==> config.mk <==
export PLATFORM = sky130hd
export DESIGN_NAME = branch_compare_unit_flat
export DESIGN_NICKNAME = d
export VERILOG_FILES = /design/src/rtl/branch_compare_unit_if.sv /design/src/rtl/branch_compare_unit.sv /design/src/flat_wrapper.sv
export SDC_FILE = /design/constraint.sdc
export NUM_CORES = 1
export LEC_CHECK = 0
export CAP_MARGIN = 10
export CORE_MARGIN = 3
export CORE_UTILIZATION = 53
export DETAILED_ROUTE_END_ITERATION = 12
export PLACE_DENSITY = 0.95
export SLEW_MARGIN = 20
export SYNTH_ARGS = -nofsm -noshare
export SYNTH_HDL_FRONTEND = slang
export SYNTH_SLANG_ARGS = --single-unit
==> constraint.sdc <==
create_clock -name clk -period 4.7 [get_ports clk]
set_clock_uncertainty 0.15 [all_clocks]
set_input_delay 0.94 -clock clk [delete_from_list [all_inputs] [get_ports clk]]
set_output_delay 0.94 -clock clk [all_outputs]
set_load 0.02 [all_outputs]
==> src/rtl/branch_compare_unit_if.sv <==
// Request/response bundle between the branch compare unit and its issue/consumer stages.
// The unit's pipeline counter width is carried here so both sides agree on it.
interface branch_compare_unit_if #(
    parameter int CNT_W = 16
);
    logic             in_valid;
    logic             in_ready;
    logic [2:0]       cond_select;
    logic             is_branch;
    logic             pred_taken;
    logic             Z;
    logic             N;
    logic             V;
    logic             C;
    logic [31:0]      pc;
    logic [31:0]      imm;
    logic             flush;
    logic             out_valid;
    logic             out_ready;
    logic             condition_result;
    logic             branch_taken;
    logic             redirect;
    logic [31:0]      redirect_pc;
    logic [CNT_W-1:0] mispredict_count;

    modport master (
        output in_valid, cond_select, is_branch, pred_taken, Z, N, V, C, pc, imm,
        output flush, out_ready,
        input  in_ready, out_valid, condition_result, branch_taken, redirect,
        input  redirect_pc, mispredict_count
    );

    modport slave (
        input  in_valid, cond_select, is_branch, pred_taken, Z, N, V, C, pc, imm,
        input  flush, out_ready,
        output in_ready, out_valid, condition_result, branch_taken, redirect,
        output redirect_pc, mispredict_count
    );
endinterface

==> src/rtl/branch_compare_unit.sv <==
// Resolves branch / set-less-than conditions from ALU flags, detects mispredictions
// and presents a one-deep registered response with a saturating mispredict counter.
module branch_compare_unit #(
    parameter int CNT_W = 16
) (
    input  logic                  clk,
    input  logic                  rst,
    branch_compare_unit_if.slave  bus
);
    localparam logic [CNT_W-1:0] CNT_MAX = {CNT_W{1'b1}};

    // funct3 condition decode; SLT/SLTU reuse the BLT/BLTU encodings.
    function automatic logic eval_cond(
        input logic [2:0] sel,
        input logic       z,
        input logic       n,
        input logic       v,
        input logic       c
    );
        logic r;
        case (sel)
            3'b000:  r = z;
            3'b001:  r = ~z;
            3'b010:  r = n ^ v;
            3'b011:  r = ~c;
            3'b100:  r = n ^ v;
            3'b101:  r = ~(n ^ v);
            3'b110:  r = ~c;
            3'b111:  r = c;
            default: r = 1'b0;
        endcase
        return r;
    endfunction

    logic             out_valid_r;
    logic             cond_r;
    logic             taken_r;
    logic             redirect_r;
    logic [31:0]      target_r;
    logic [CNT_W-1:0] count_r;

    logic             in_ready_s;
    logic             accept_s;
    logic             deliver_s;
    logic             cond_s;
    logic             taken_s;
    logic             redirect_s;
    logic [31:0]      target_s;

    assign in_ready_s = ~bus.flush & (~out_valid_r | bus.out_ready);
    assign accept_s   = bus.in_valid & in_ready_s;
    assign deliver_s  = out_valid_r & bus.out_ready & ~bus.flush;

    // Response computed from the presented request, registered only on accept.
    always_comb begin
        cond_s     = eval_cond(bus.cond_select, bus.Z, bus.N, bus.V, bus.C);
        taken_s    = bus.is_branch & cond_s;
        redirect_s = bus.is_branch & (taken_s != bus.pred_taken);
        if (!bus.is_branch) begin
            target_s = 32'd0;
        end else if (taken_s) begin
            target_s = bus.pc + bus.imm;
        end else begin
            target_s = bus.pc + 32'd4;
        end
    end

    // Output valid flag: flush dominates, then load, then drain.
    always_ff @(posedge clk or posedge rst) begin
        if (rst) begin
            out_valid_r <= 1'b0;
        end else if (bus.flush) begin
            out_valid_r <= 1'b0;
        end else if (accept_s) begin
            out_valid_r <= 1'b1;
        end else if (out_valid_r && bus.out_ready) begin
            out_valid_r <= 1'b0;
        end else begin
            out_valid_r <= out_valid_r;
        end
    end

    // Response data fields; untouched when draining so the last result stays visible.
    always_ff @(posedge clk or posedge rst) begin
        if (rst) begin
            cond_r     <= 1'b0;
            taken_r    <= 1'b0;
            redirect_r <= 1'b0;
            target_r   <= 32'd0;
        end else if (accept_s) begin
            cond_r     <= cond_s;
            taken_r    <= taken_s;
            redirect_r <= redirect_s;
            target_r   <= target_s;
        end else begin
            cond_r     <= cond_r;
            taken_r    <= taken_r;
            redirect_r <= redirect_r;
            target_r   <= target_r;
        end
    end

    // Mispredict counter counts only redirects actually handed to fetch.
    always_ff @(posedge clk or posedge rst) begin
        if (rst) begin
            count_r <= {CNT_W{1'b0}};
        end else if (deliver_s && redirect_r && (count_r != CNT_MAX)) begin
            count_r <= count_r + {{(CNT_W-1){1'b0}}, 1'b1};
        end else begin
            count_r <= count_r;
        end
    end

    assign bus.in_ready         = in_ready_s;
    assign bus.out_valid        = out_valid_r;
    assign bus.condition_result = cond_r;
    assign bus.branch_taken     = taken_r;
    assign bus.redirect         = redirect_r;
    assign bus.redirect_pc      = target_r;
    assign bus.mispredict_count = count_r;
endmodule

==> src/flat_wrapper.sv <==
// flat-port wrapper written by rule: the top's interface ports become plain ports
module branch_compare_unit_flat 
#(
    parameter int CNT_W = 16
)
  (clk, rst, bus_in_valid, bus_cond_select, bus_is_branch, bus_pred_taken, bus_Z, bus_N, bus_V, bus_C, bus_pc, bus_imm, bus_flush, bus_out_ready, bus_in_ready, bus_out_valid, bus_condition_result, bus_branch_taken, bus_redirect, bus_redirect_pc, bus_mispredict_count);
  branch_compare_unit_if #(.CNT_W(CNT_W)) bus_i ();
  input  logic clk;
  input  logic rst;
  input wire logic [$bits(bus_i.in_valid)-1:0] bus_in_valid;
  input wire logic [$bits(bus_i.cond_select)-1:0] bus_cond_select;
  input wire logic [$bits(bus_i.is_branch)-1:0] bus_is_branch;
  input wire logic [$bits(bus_i.pred_taken)-1:0] bus_pred_taken;
  input wire logic [$bits(bus_i.Z)-1:0] bus_Z;
  input wire logic [$bits(bus_i.N)-1:0] bus_N;
  input wire logic [$bits(bus_i.V)-1:0] bus_V;
  input wire logic [$bits(bus_i.C)-1:0] bus_C;
  input wire logic [$bits(bus_i.pc)-1:0] bus_pc;
  input wire logic [$bits(bus_i.imm)-1:0] bus_imm;
  input wire logic [$bits(bus_i.flush)-1:0] bus_flush;
  input wire logic [$bits(bus_i.out_ready)-1:0] bus_out_ready;
  output wire logic [$bits(bus_i.in_ready)-1:0] bus_in_ready;
  output wire logic [$bits(bus_i.out_valid)-1:0] bus_out_valid;
  output wire logic [$bits(bus_i.condition_result)-1:0] bus_condition_result;
  output wire logic [$bits(bus_i.branch_taken)-1:0] bus_branch_taken;
  output wire logic [$bits(bus_i.redirect)-1:0] bus_redirect;
  output wire logic [$bits(bus_i.redirect_pc)-1:0] bus_redirect_pc;
  output wire logic [$bits(bus_i.mispredict_count)-1:0] bus_mispredict_count;
  assign bus_i.in_valid = bus_in_valid;
  assign bus_i.cond_select = bus_cond_select;
  assign bus_i.is_branch = bus_is_branch;
  assign bus_i.pred_taken = bus_pred_taken;
  assign bus_i.Z = bus_Z;
  assign bus_i.N = bus_N;
  assign bus_i.V = bus_V;
  assign bus_i.C = bus_C;
  assign bus_i.pc = bus_pc;
  assign bus_i.imm = bus_imm;
  assign bus_i.flush = bus_flush;
  assign bus_i.out_ready = bus_out_ready;
  assign bus_in_ready = bus_i.in_ready;
  assign bus_out_valid = bus_i.out_valid;
  assign bus_condition_result = bus_i.condition_result;
  assign bus_branch_taken = bus_i.branch_taken;
  assign bus_redirect = bus_i.redirect;
  assign bus_redirect_pc = bus_i.redirect_pc;
  assign bus_mispredict_count = bus_i.mispredict_count;
  branch_compare_unit #(.CNT_W(CNT_W)) u_core (.clk(clk), .rst(rst), .bus(bus_i));
endmodule
# Word-level counts from Yosys, hierarchy flattened
# Cells that the tools add are included.
# classes
n_addsub,3
n_eq_ne,9
mux,6
bitwise_logic,13
n_reduce_logical,7
# op_table
op,n
$mux W32,2
$add A32 B3 Y32 const B,1
$add A32 B32 Y32,1
$add A16 B1 Y16 const B,1
$ne A16 B16 Y1 const B,1
$eq A3 B3 Y1 const B,4
$and A1 B1 Y1,6
$eq A3 B2 Y1 const B,2
$pmux W1 S6,1
$not A1 Y1,5
$reduce_or A2 Y1,2
$eq A3 B1 Y1 const B,1
$logic_and A1 B1 Y1,3
$logic_not A3 Y1,1
$mux W1,3
$reduce_bool A3 Y1,1
$ne A1 B1 Y1,1
$or A1 B1 Y1,1
$xor A1 B1 Y1,1
# word_totals
register_bits,52
wordCells,44

# Longest topological paths before layout
# Gate-level depths: netlist of run 1.
# logic_depth
word_depth,6
depth_mapped,11
ltp_nobuf,11

# Worst setup path after synthesis of run 1
# No wires, ideal clock.
# synth_timing
kind,input port to flip-flop
from,input port bus_imm[3]
to,register u_core.target_r[25] (netlist: u_core.bus.redirect_pc[25])
setup_ns,0.131
arrival_time_ns,3.096
slack_ns,1.324
stages,10
cell_sequence,ha_1 and3_1 a211oi_2 o21ai_2 a31o_4 a311oi_2 o31ai_4 a221oi_1 or4b_1 nand3_1
# synth_via
elab_chain_cells,3
# synth_rtl
item,line,text
start: declaration,flat_wrapper.sv:19,input wire logic [$bits(bus_i.imm)-1:0] bus_imm;
$add A32 B32 Y32,branch_compare_unit.sv:62,target_s = bus.pc + bus.imm;
$mux W32,branch_compare_unit.sv:61,end else if (taken_s) begin
$mux W32,branch_compare_unit.sv:59,if (!bus.is_branch) begin
end signal: assignment,branch_compare_unit.sv:94,target_r <= target_s;
end signal: assignment,branch_compare_unit.sv:99,target_r <= target_r;
end: declaration,branch_compare_unit.sv:39,logic [31:0] target_r;
# No other way between the ends.
# A chain may end at the register's enable or synchronous reset.

# Worst setup path in the final report of run 1
# layout_timing
from,input port bus_pc[4]
to,register u_core.target_r[25] (netlist: u_core.bus.redirect_pc[25])
# layout_via
elab_chain_cells,3
elab_cells_between_ends,4
cone_classes,add/sub (2); mux (2)
# layout_rtl
item,line,text
start: declaration,flat_wrapper.sv:18,input wire logic [$bits(bus_i.pc)-1:0] bus_pc;
$add A32 B3 Y32 / $add A32 B32 Y32 (equally long branches),"branch_compare_unit.sv:64, branch_compare_unit.sv:62",
$mux W32 (*),branch_compare_unit.sv:61,
$mux W32 (*),branch_compare_unit.sv:59,
# Mark *: on every way between the ends. The rest lies on a longest branch, timed or not.

==> results of run 1 <==
-- worst reg2reg max path, cell delays in order (launching register included) --
cell and delay (ps):
dfrtp_1 450, and4_1 230, and3_1 230, and3_1 230
a41oi_1 420, nand3_1 120, nor2_1 250, and2_1 250
nand2_1 80, xnor2_1 130
-- per-layer routing --
| layer | routed length (um) | up-vias | share of wire (%) |
|---|---|---|---|
| met4 | 362 | 0 | 2.5 |
| met3 | 1082 | 36 | 7.6 |
| met2 | 6844 | 265 | 48 |
| met5 | 0 | - | 0 |
| li1 | - | 2237 | - |
| met1 | 6042 | 2252 | 42 |
-- registers in the layout (all words and copies together) (netlist names) --
name,flops
u_core.bus.branch_taken,1
u_core.bus.condition_result,1
u_core.bus.mispredict_count,16
u_core.bus.out_valid,1
u_core.bus.redirect,1
u_core.bus.redirect_pc,32
-- layout by cell type (no fill, tap or decap), types with 4 or more instances in the layout --
cell type	n
a21o_1	11
a21oi_1	39
a22oi_1	11
a31oi_1	6
and3_1	21
and4_1	6
buf_4	4
clkbuf_8	5
clkdlybuf4s50_1	130
dfrtp_1	52
ha_1	33
inv_1	7
mux2i_1	4
nand2_1	71
nand3_1	23
nand4_1	14
nor2_1	37
nor2b_1	4
nor3_1	4
o21a_1	4
o21ai_0	38
o21bai_1	8
o221ai_1	6
o31ai_1	4
xnor2_1	42
xor2_1	31
-- power groups by stage --
stage	registers, mW	logic [mW]	clock network (mW)
floorplan	0.638	0.320	0
global placement	0.561	0.693	0
detailed placement	0.567	0.708	0
CTS	0.558	0.712	0.280
global route	0.566	0.769	0.296
finish	0.559	0.719	0.275
-- cell type report --
class / count / area (um^2)
clock buffer: 5 / 68.82
clock inverter: 3 / 27.53
fill: 614 / 2238
inverter: 8 / 31.28
multi-input combinational: 464 / 3128
sequential: 52 / 1301
tap: 105 / 131.4
timing repair buffer: 134 / 1331
-- final timing paths --
kind	startpoint	endpoint	cells after the start
max in group asynchronous	rst	u_core.bus.redirect_pc[30]$_DFFE_PP0P_	2
max	bus_pc[4]	u_core.bus.redirect_pc[25]$_DFFE_PP0P_	11
max reg2reg	u_core.bus.mispredict_count[5]$_DFFE_PP0P_	u_core.bus.mispredict_count[15]$_DFFE_PP0P_	9
min in group asynchronous	rst	u_core.bus.branch_taken$_DFFE_PP0P_	2
min	u_core.bus.redirect_pc[12]$_DFFE_PP0P_	u_core.bus.redirect_pc[12]$_DFFE_PP0P_	2
min reg2reg	u_core.bus.redirect_pc[12]$_DFFE_PP0P_	u_core.bus.redirect_pc[12]$_DFFE_PP0P_	2
-- logic make-up after synthesis --
family	synth area share, %
flops	28.76
fa+ha+maj	9.569
compound gates	22.93
simple gates	20.88
buf+inv	2.102
mux	1.632
xor+xnor	14.13
-- Yosys cell counts, types with 6 or more instances --
cell / n
nand4_1: 14
inv_1: 8
dfrtp_1: 52
a22oi_1: 11
nand3_1: 23
a21oi_1: 39
o21ai_0: 38
o221ai_1: 6
ha_1: 33
o21bai_1: 8
nor2_1: 37
nand2_1: 71
xnor2_1: 42
a31oi_1: 6
clkbuf_1: 15
a21o_1: 11
and3_1: 21
xor2_1: 31
and4_1: 6
-- metrics by stage --
step	instance area, um^2	setup WS [ps]
after floorplan	4524	1324
after global routing	6020	640.8
after CTS	6018	839.5
after detailed placement	5922	503.9
after global placement	5922	622.4
final	6020	740.4
==> flow_metrics.env, run 1 <==
export IMPL_ys_warn_count=0
export IMPL_arrival_ps=4000
export IMPL_intPower_mw=0.9540
export IMPL_place_gp_congestion=0.9634
export IMPL_top_usage_layer="met2"
export IMPL_fin_util_pct=72.89
export IMPL_viasPerCell=6.213
export IMPL_clock_sinks=52
export IMPL_synthTopCellsByArea="dfrtp_1 (29%), ha_1 (9.1%), xnor2_1 (8.1%)"
export IMPL_cap_violations=0
export IMPL_tightest_slew_ps=1075
export IMPL_swShare_pct=38.60
export IMPL_syn_num_nets=653
export IMPL_syn_to_final_growth_pct=33.05
export IMPL_grtUsageMet3_pct=3.071
export IMPL_ctsHoldBuffers=0
export IMPL_yosysUniqueCellTypes=56
export IMPL_ant_nets=0
export IMPL_use_met2_pct=48.10
export IMPL_root_buffer="clkbuf_8"
export IMPL_clk_path_buf_depth=2
export IMPL_netlist_area_um2=4524
export IMPL_worstHoldPathType="flop to flop"
export IMPL_placed_cells=763
export IMPL_status="finished clean"
export IMPL_relSlewSlack_pct=28.10
export IMPL_num_rows=33
export IMPL_setup_viol=0
export IMPL_cp_num_buf_inv=1
export IMPL_finalHoldViolCount=0
export IMPL_clk_latency_ps=310
export IMPL_drive_gt1_share_pct=4.054
export IMPL_ir_drop_uv=159.5
export IMPL_pwr_share_seq_pct=36.0
export IMPL_worstPathMaxFanout=6
export IMPL_synth_flop_cell="dfrtp_1"
export IMPL_synth_top_area_cell="dfrtp_1"
export IMPL_nNetsFinal=777
export IMPL_slew_viol_final=0
export IMPL_netSwitchingPower_mw=0.5996
export IMPL_synth_top_cell_area_share_pct=28.76
export IMPL_die_w_um=98.40
export IMPL_required_ps=4740
export IMPL_grt_start_max_net_pins=53
export IMPL_ys_ff_latch=52
export IMPL_wl_um=14330
export IMPL_crit_chain="clkdlybuf4s50_1, ha_1, a21o_1, a211oi_2, o21ai_2, a31o_4, a311oi_2, o31ai_4, a221oi_1, or4b_1, nand3_1"
export IMPL_power_density_nw_per_um2=258.1
export IMPL_grt_usage_pct=28.77
export IMPL_dieHeight_um=98.40
export IMPL_antennaDiodeCount=0
export IMPL_grt_pass1_vias=4673
export IMPL_synth_edf_count=0
export IMPL_netlist_instances=541
export IMPL_drc_errors=0
export IMPL_cp_start_kind="input port"
export IMPL_antenna_found_initial=0
export IMPL_r2r_slack_ps=2030
export IMPL_p_comb_share_pct=46.3
export IMPL_rsz0062_at_grt="no"
export IMPL_start_util_pct=54.79
export IMPL_htreeDepth=2
export IMPL_clockPowerShare_pct=17.7
export IMPL_clk_pin_slew_worst_paths_ps=110
export IMPL_dp_hpwl_um=11410
export IMPL_hold_worst_slack_ps=348.5
export IMPL_stdcell_count=771
export IMPL_cts_setup_buffers=0
export IMPL_end_kind="flop"
export IMPL_dieArea_um2=9682
export IMPL_drt_iter0_drc=328
export IMPL_grt_first_pass_wirelength_um=22920
export IMPL_core_area_um2=8258
export IMPL_timing_final_crit_share_pct=84.25
export IMPL_cts_buffers=5
export IMPL_portBuffers=130
export IMPL_grt_use_met1_pct=38.96
export IMPL_p_leak_nw=2.538
export IMPL_slowest_stage="clkdlybuf4s50_1"
export IMPL_grt_overflow=0
export IMPL_min_period_ps=3960
export IMPL_path_class="input port to flop"
export IMPL_tritoncts="built"
export IMPL_avgSynthCellArea_um2=8.363
export IMPL_crit_family="compound AO/OA/AOI/OAI gates"
export IMPL_synth_async_reset_ratio_pct=100.0
export IMPL_yosysSeqAreaShare_pct=28.76
export IMPL_detailroute_via_count=4790
export IMPL_num_io_pins=131
export IMPL_ctsResizeCount=0
export IMPL_power_mw=1.554
export IMPL_setup_tns_ps=0
export IMPL_first_pass_iters=5
export IMPL_cp_slowest_stage_delay_ps=600
export IMPL_fmax_mhz=252.6
export IMPL_wl_per_cell_um=18.59
No activity file was read; power rests on OpenSTA's default activity.
==> run 2, diff against run 1 <==
CORE_UTILIZATION = 49   (was 53)
PLACE_DENSITY = 0.92   (was 0.95)
clock period = 4.05 ns   (was 4.7 ns; I/O delays follow)
==> run 2 against run 1 <==
- hold slack worse by 1.7 ps
- via count is 0.58% lower
- sequential power is 16% higher
- critical path depth stayed put
- die area is 7.7% higher
- total power is 18% higher
- cell area is 1.1% higher
- first-iteration DRC count is 23% lower
- critical path type unchanged
- critical endpoint unchanged
- largest cell class unchanged
==> flow_metrics.env, run 2 (synthesis gave the netlist of run 1 again) <==
export IMPL_cap_violations=0
export IMPL_ir_drop_uv=159.2
export IMPL_antennaDiodeCount=0
export IMPL_placed_area_um2=5986
export IMPL_ctsResizeCount=0
export IMPL_num_io_pins=131
export IMPL_drive_gt1_share_pct=5.193
export IMPL_min_period_ps=3661
export IMPL_relSlewSlack_pct=38.41
export IMPL_worstHoldPathType="flop to flop"
export IMPL_cts_buffers=5
export IMPL_drt_iter0_drc=253
export IMPL_dp_hpwl_um=11470
export IMPL_power_density_nw_per_um2=300.4
export IMPL_wl_per_cell_um=18.65
export IMPL_reg2reg_from="u_core.bus.mispredict_count[7]$_DFFE_PP0P_"
export IMPL_first_pass_iters=7
export IMPL_final_common_cell="clkdlybuf4s50_1"
export IMPL_path_class="input port to flop"
export IMPL_grt_first_pass_wirelength_um=23270
export IMPL_dieArea_um2=10420
export IMPL_cp_start_kind="input port"
export IMPL_die_w_um=102.1
export IMPL_arrival_ps=3710
export IMPL_fmax_mhz=273.1
export IMPL_setup_tns_ps=0
export IMPL_slew_viol_final=0
export IMPL_clk_latency_ps=330
export IMPL_ctsHoldBuffers=0
export IMPL_dieHeight_um=102.1
export IMPL_nFillCells=703
export IMPL_antenna_found_initial=0
export IMPL_timing_final_crit_share_pct=90.40
export IMPL_root_buffer="clkbuf_8"
export IMPL_hold_path_endpoint="u_core.bus.redirect_pc[5]$_DFFE_PP0P_"
export IMPL_hold_worst_slack_ps=346.7
export IMPL_r2r_slack_ps=1350
export IMPL_final_cell_mix="clkdlybuf4s50_1 (130), nand2_1 (71), dfrtp_1 (52)"
export IMPL_cts_setup_buffers=0
export IMPL_status="finished clean"
export IMPL_worstPathMaxFanout=5
export IMPL_tightest_slew_ps=922.7
export IMPL_start_util_pct=51.13
export IMPL_stdcell_area_um2=6083
export IMPL_drc_errors=0
export IMPL_r2r_cells=9
export IMPL_num_rows=34
export IMPL_core_area_um2=8848
export IMPL_detailroute_via_count=4762
export IMPL_wl_um=14580
export IMPL_finalHoldViolCount=0
export IMPL_worstReg2RegEnd="u_core.bus.mispredict_count[11]$_DFFE_PP0P_"
export IMPL_htreeDepth=2
export IMPL_largest_reg_flops=32
export IMPL_grt_overflow=0
export IMPL_clock_sinks=52
export IMPL_grt_start_max_net_pins=53
export IMPL_rsz0062_at_grt="no"
export IMPL_clk_path_buf_depth=2
export IMPL_min_delay_start="u_core.bus.redirect_pc[5]$_DFFE_PP0P_"
export IMPL_holdPathStages=2
export IMPL_end_kind="flop"
export IMPL_portBuffers=130
export IMPL_nNetsFinal=785
export IMPL_tritoncts="built"
export IMPL_required_ps=4100
export IMPL_setup_viol=0
export IMPL_clk_pin_slew_worst_paths_ps=110
export IMPL_syn_to_final_growth_pct=34.46
export IMPL_viasPerCell=6.090
export IMPL_p_leak_nw=2.577
export IMPL_grt_usage_pct=28.15
export IMPL_grt_pass1_vias=4711
export IMPL_place_gp_congestion=0.9342
export IMPL_ant_nets=0
==> run 2: cell count changes in the layout (fill, tap and decap cells not counted), sizes merged <==
cell | before | now
buf | 4 | 12
==> run 2: worst max-delay path by stage <==
stage | from | end | slack, ps
5_1_grt | bus_pc[3] | u_core.bus.redirect_pc[25]$_DFFE_PP0P_ | 200
3_5_place_dp | bus_pc[3] | u_core.bus.redirect_pc[25]$_DFFE_PP0P_ | 60
4_1_cts | bus_pc[3] | u_core.bus.redirect_pc[25]$_DFFE_PP0P_ | 400
3_3_place_gp | bus_pc[3] | u_core.bus.redirect_pc[25]$_DFFE_PP0P_ | 130
2_1_floorplan | bus_imm[3] | u_core.bus.redirect_pc[25]$_DFFE_PP0P_ | 800
6_report | bus_pc[3] | u_core.bus.redirect_pc[25]$_DFFE_PP0P_ | 390
==> run 2: report_power, final <==
part           internal, mW  switching (mW)  total [mW]
Sequential            0.593          0.0548       0.648
Clock                 0.128           0.215       0.343
Combinational         0.394           0.443       0.837
==> run 2: stage by stage <==
stage / util, % / setup WS (ps) / cells / power, mW
after detailed placement: 67.65 / 63.40 / 774 / 1.486
after CTS: 68.74 / 398.9 / 782 / 1.825
after floorplan: - / 803.5 / 541 / 1.112
after global placement: 67.65 / 130.2 / 774 / 1.467
final: 68.75 / 388.6 / 782 / 1.827
after global routing: 68.75 / 196.3 / 782 / 1.924
==> run 2: cell type report <==
cell class              instances  area [um^2]  area share [%]
clock buffers                   5        68.82           1.131
clock inverters                 3        27.53          0.4525
inverters                       8        31.28          0.5142
repair buffers                142         1391           22.87
flip-flops and latches         52         1301           21.39
well taps                     108        135.1           2.221
multi-input cells             464         3128           51.42
==> run 2: worst max-delay path, stage by stage <==
cell and delay, ps:
clkdlybuf4s50_1 480, ha_1 370, and3_1 210, a211oi_2 310, o21ai_2 140, a31o_4 270
a311oi_2 400, o31ai_4 150, a221oi_1 350, or4b_1 170, nand3_1 60
==> run 2: layer usage <==
metal | vias up | global-route usage, % | part of all wire (%)
li1 | 2256 | - | -
met1 | 2251 | 36.29 | 41
met2 | 227 | 47.23 | 48
met3 | 28 | 5.324 | 8.3
met4 | 0 | 9.990 | 2.4
met5 | - | 0 | 0
==> run 3, diff against run 2 <==
CORE_ASPECT_RATIO = 0.8   (was default)
==> run 3 against run 2 <==
- sequential cell count stayed put
- via count increased by 0.59%
- sequential power about the same
- clock power increased by 28%
- setup slack got worse by 56 ps
- cell area increased by 1.7%
- hold slack got worse by 13 ps
- final cell count up 1.3%
- clock-buffer cell count unchanged
- global-route usage fell by 1.2 points
- total power up 5.9%
- highest routed layer unchanged
==> flow_metrics.env, run 3 (synthesis gave the netlist of run 1 again) <==
export IMPL_status="finished clean"
export IMPL_multi_input_comb_area_um2=3128
export IMPL_worstPathMaxFanout=5
export IMPL_slowest_stage="clkdlybuf4s50_1"
export IMPL_arrival_ps=3740
export IMPL_crit_chain="clkdlybuf4s50_1, ha_1, and3_1, a211oi_2, o21ai_2, a31o_4, a311oi_2, o31ai_4, a221oi_1, or4b_1, nand3_1"
export IMPL_antenna_found_initial=0
export IMPL_min_period_ps=3718
export IMPL_worstHoldPathType="flop to flop"
export IMPL_htreeDepth=2
export IMPL_viasPerCell=6.048
export IMPL_cp_startpoint="bus_imm[3]"
export IMPL_num_io_pins=131
export IMPL_netSwitchingPower_mw=0.7103
export IMPL_power_mw=1.936
export IMPL_stdcell_count=792
export IMPL_stdcell_area_um2=6187
export IMPL_grt_start_max_net_pins=53
export IMPL_setup_viol=0
export IMPL_wl_per_cell_um=18.16
export IMPL_crit_family="compound AO/OA/AOI/OAI gates"
export IMPL_end_kind="flop"
export IMPL_timing_final_crit_share_pct=91.80
export IMPL_clk_pin_slew_worst_paths_ps=70
export IMPL_reg2reg_from="u_core.bus.mispredict_count[6]$_DFFE_PP0P_"
export IMPL_antennaDiodeCount=0
export IMPL_fmax_mhz=269.0
export IMPL_final_cell_mix="clkdlybuf4s50_1 (130), nand2_1 (71), dfrtp_1 (52)"
export IMPL_r2r_slack_ps=1490
export IMPL_wl_um=14380
export IMPL_ant_nets=0
export IMPL_rsz0062_at_grt="no"
export IMPL_clk_latency_ps=300
export IMPL_syn_to_final_growth_pct=36.75
export IMPL_required_ps=4070
export IMPL_pwr_share_seq_pct=33.5
export IMPL_relSlewSlack_pct=39.12
export IMPL_drt_iter0_drc=422
export IMPL_slew_viol_final=0
export IMPL_finalHoldViolCount=0
export IMPL_cp_num_buf_inv=1
export IMPL_dp_hpwl_um=11490
export IMPL_power_density_nw_per_um2=312.9
export IMPL_cts_buffers=5
export IMPL_largest_reg_flops=32
export IMPL_dieHeight_um=91.95
export IMPL_placed_area_um2=6036
export IMPL_swShare_pct=36.69
export IMPL_tightest_slew_ps=913.2
export IMPL_drc_errors=0
export IMPL_grt_usage_pct=26.92
export IMPL_nNetsFinal=791
export IMPL_cap_violations=0
export IMPL_tritoncts="built"
export IMPL_detailroute_via_count=4790
export IMPL_die_w_um=113.4
export IMPL_nFillCells=677
export IMPL_hold_path_endpoint="u_core.bus.redirect_pc[16]$_DFFE_PP0P_"
export IMPL_worstReg2RegEnd="u_core.bus.mispredict_count[15]$_DFFE_PP0P_"
export IMPL_placed_cells=784
export IMPL_setup_tns_ps=0
export IMPL_clock_sinks=52
export IMPL_r2r_cells=9
export IMPL_wl_met3_um=1221
export IMPL_drive_gt1_share_pct=6.029
export IMPL_clockPowerShare_pct=22.7
export IMPL_ctsResizeCount=0
export IMPL_drt_met1_wl_um=6334
export IMPL_grt_overflow=0
export IMPL_top_layer="met4"
export IMPL_p_comb_share_pct=43.8
export IMPL_portBuffers=130
export IMPL_fin_util_pct=70.74
export IMPL_register_area_um2=1301
export IMPL_root_buffer="clkbuf_16"
export IMPL_start_util_pct=51.73
export IMPL_intPower_mw=1.226
export IMPL_cp_start_kind="input port"
export IMPL_min_delay_start="u_core.bus.redirect_pc[16]$_DFFE_PP0P_"
export IMPL_wl_met2_um=6604
export IMPL_holdPathStages=2
export IMPL_num_rows=30
export IMPL_cts_setup_buffers=0
export IMPL_core_area_um2=8746
export IMPL_ir_drop_uv=196.7
export IMPL_cp_slowest_stage_delay_ps=420
export IMPL_final_common_cell="clkdlybuf4s50_1"
export IMPL_path_class="input port to flop"
export IMPL_first_pass_iters=5
export IMPL_place_gp_congestion=0.9498
export IMPL_ctsHoldBuffers=0
export IMPL_clk_path_buf_depth=2
export IMPL_grt_pass1_vias=4525
export IMPL_grt_first_pass_wirelength_um=22810
export IMPL_dieArea_um2=10430
export IMPL_p_leak_nw=2.630
-- run 3: changes by cell type in the layout (fill, tap and decap cells not counted) --
cell       before  now
inv_8           1    0
clkbuf_8        5    0
inv_6           0    2
clkinv_4        1    0
buf_4          12   18
clkbuf_16       0    5
-- run 3: per-layer routing --
| metal | vias up | global-route usage [%] |
|---|---|---|
| met2 | 261 | 44.97 |
| met1 | 2245 | 37.11 |
| met4 | 0 | 5.405 |
| li1 | 2260 | - |
| met5 | - | 0 |
| met3 | 24 | 4.090 |
-- run 3: power groups by stage --
stage	sequential [mW]	clock, mW	combinational [mW]
3_3_place_gp	0.653	0	0.820
2_1_floorplan	0.740	0	0.371
5_1_grt	0.658	0.463	0.912
6_report	0.648	0.440	0.848
4_1_cts	0.647	0.444	0.841
3_5_place_dp	0.657	0	0.836
-- run 3: area by class of cell --
class / instances / share of cell area, %
multi-input combinational: 464 / 50.56
timing repair buffer: 148 / 23.22
sequential: 52 / 21.03
tap: 112 / 2.265
clock buffer: 5 / 2.022
inverter: 8 / 0.5056
clock inverter: 3 / 0.4044
-- run 3: worst max path at each step --
stage,endpoint,depth (start not counted)
after global placement,u_core.bus.redirect_pc[25]$_DFFE_PP0P_,11
after CTS,u_core.bus.redirect_pc[25]$_DFFE_PP0P_,11
after floorplan,u_core.bus.redirect_pc[25]$_DFFE_PP0P_,10
final,u_core.bus.redirect_pc[25]$_DFFE_PP0P_,11
after global routing,u_core.bus.redirect_pc[25]$_DFFE_PP0P_,11
after detailed placement,u_core.bus.redirect_pc[25]$_DFFE_PP0P_,11
-- run 3: tightest hold or removal path: cells and delay by family, from the launching register on --
family	cells	cell delay [ps]
flip-flops	1	340
AND/OR/NAND/NOR	1	50
AO/OA/AOI/OAI	1	50
-- run 3: stage by stage --
stage / setup slack (ps) / hold WS (ps)
floorplan: 803.5 / 432.7
finish: 332.3 / 333.8
CTS: 346.4 / 337.9
global route: 112.1 / 348.6
detailed placement: 30.64 / 319.8
global placement: 141.0 / 303.7
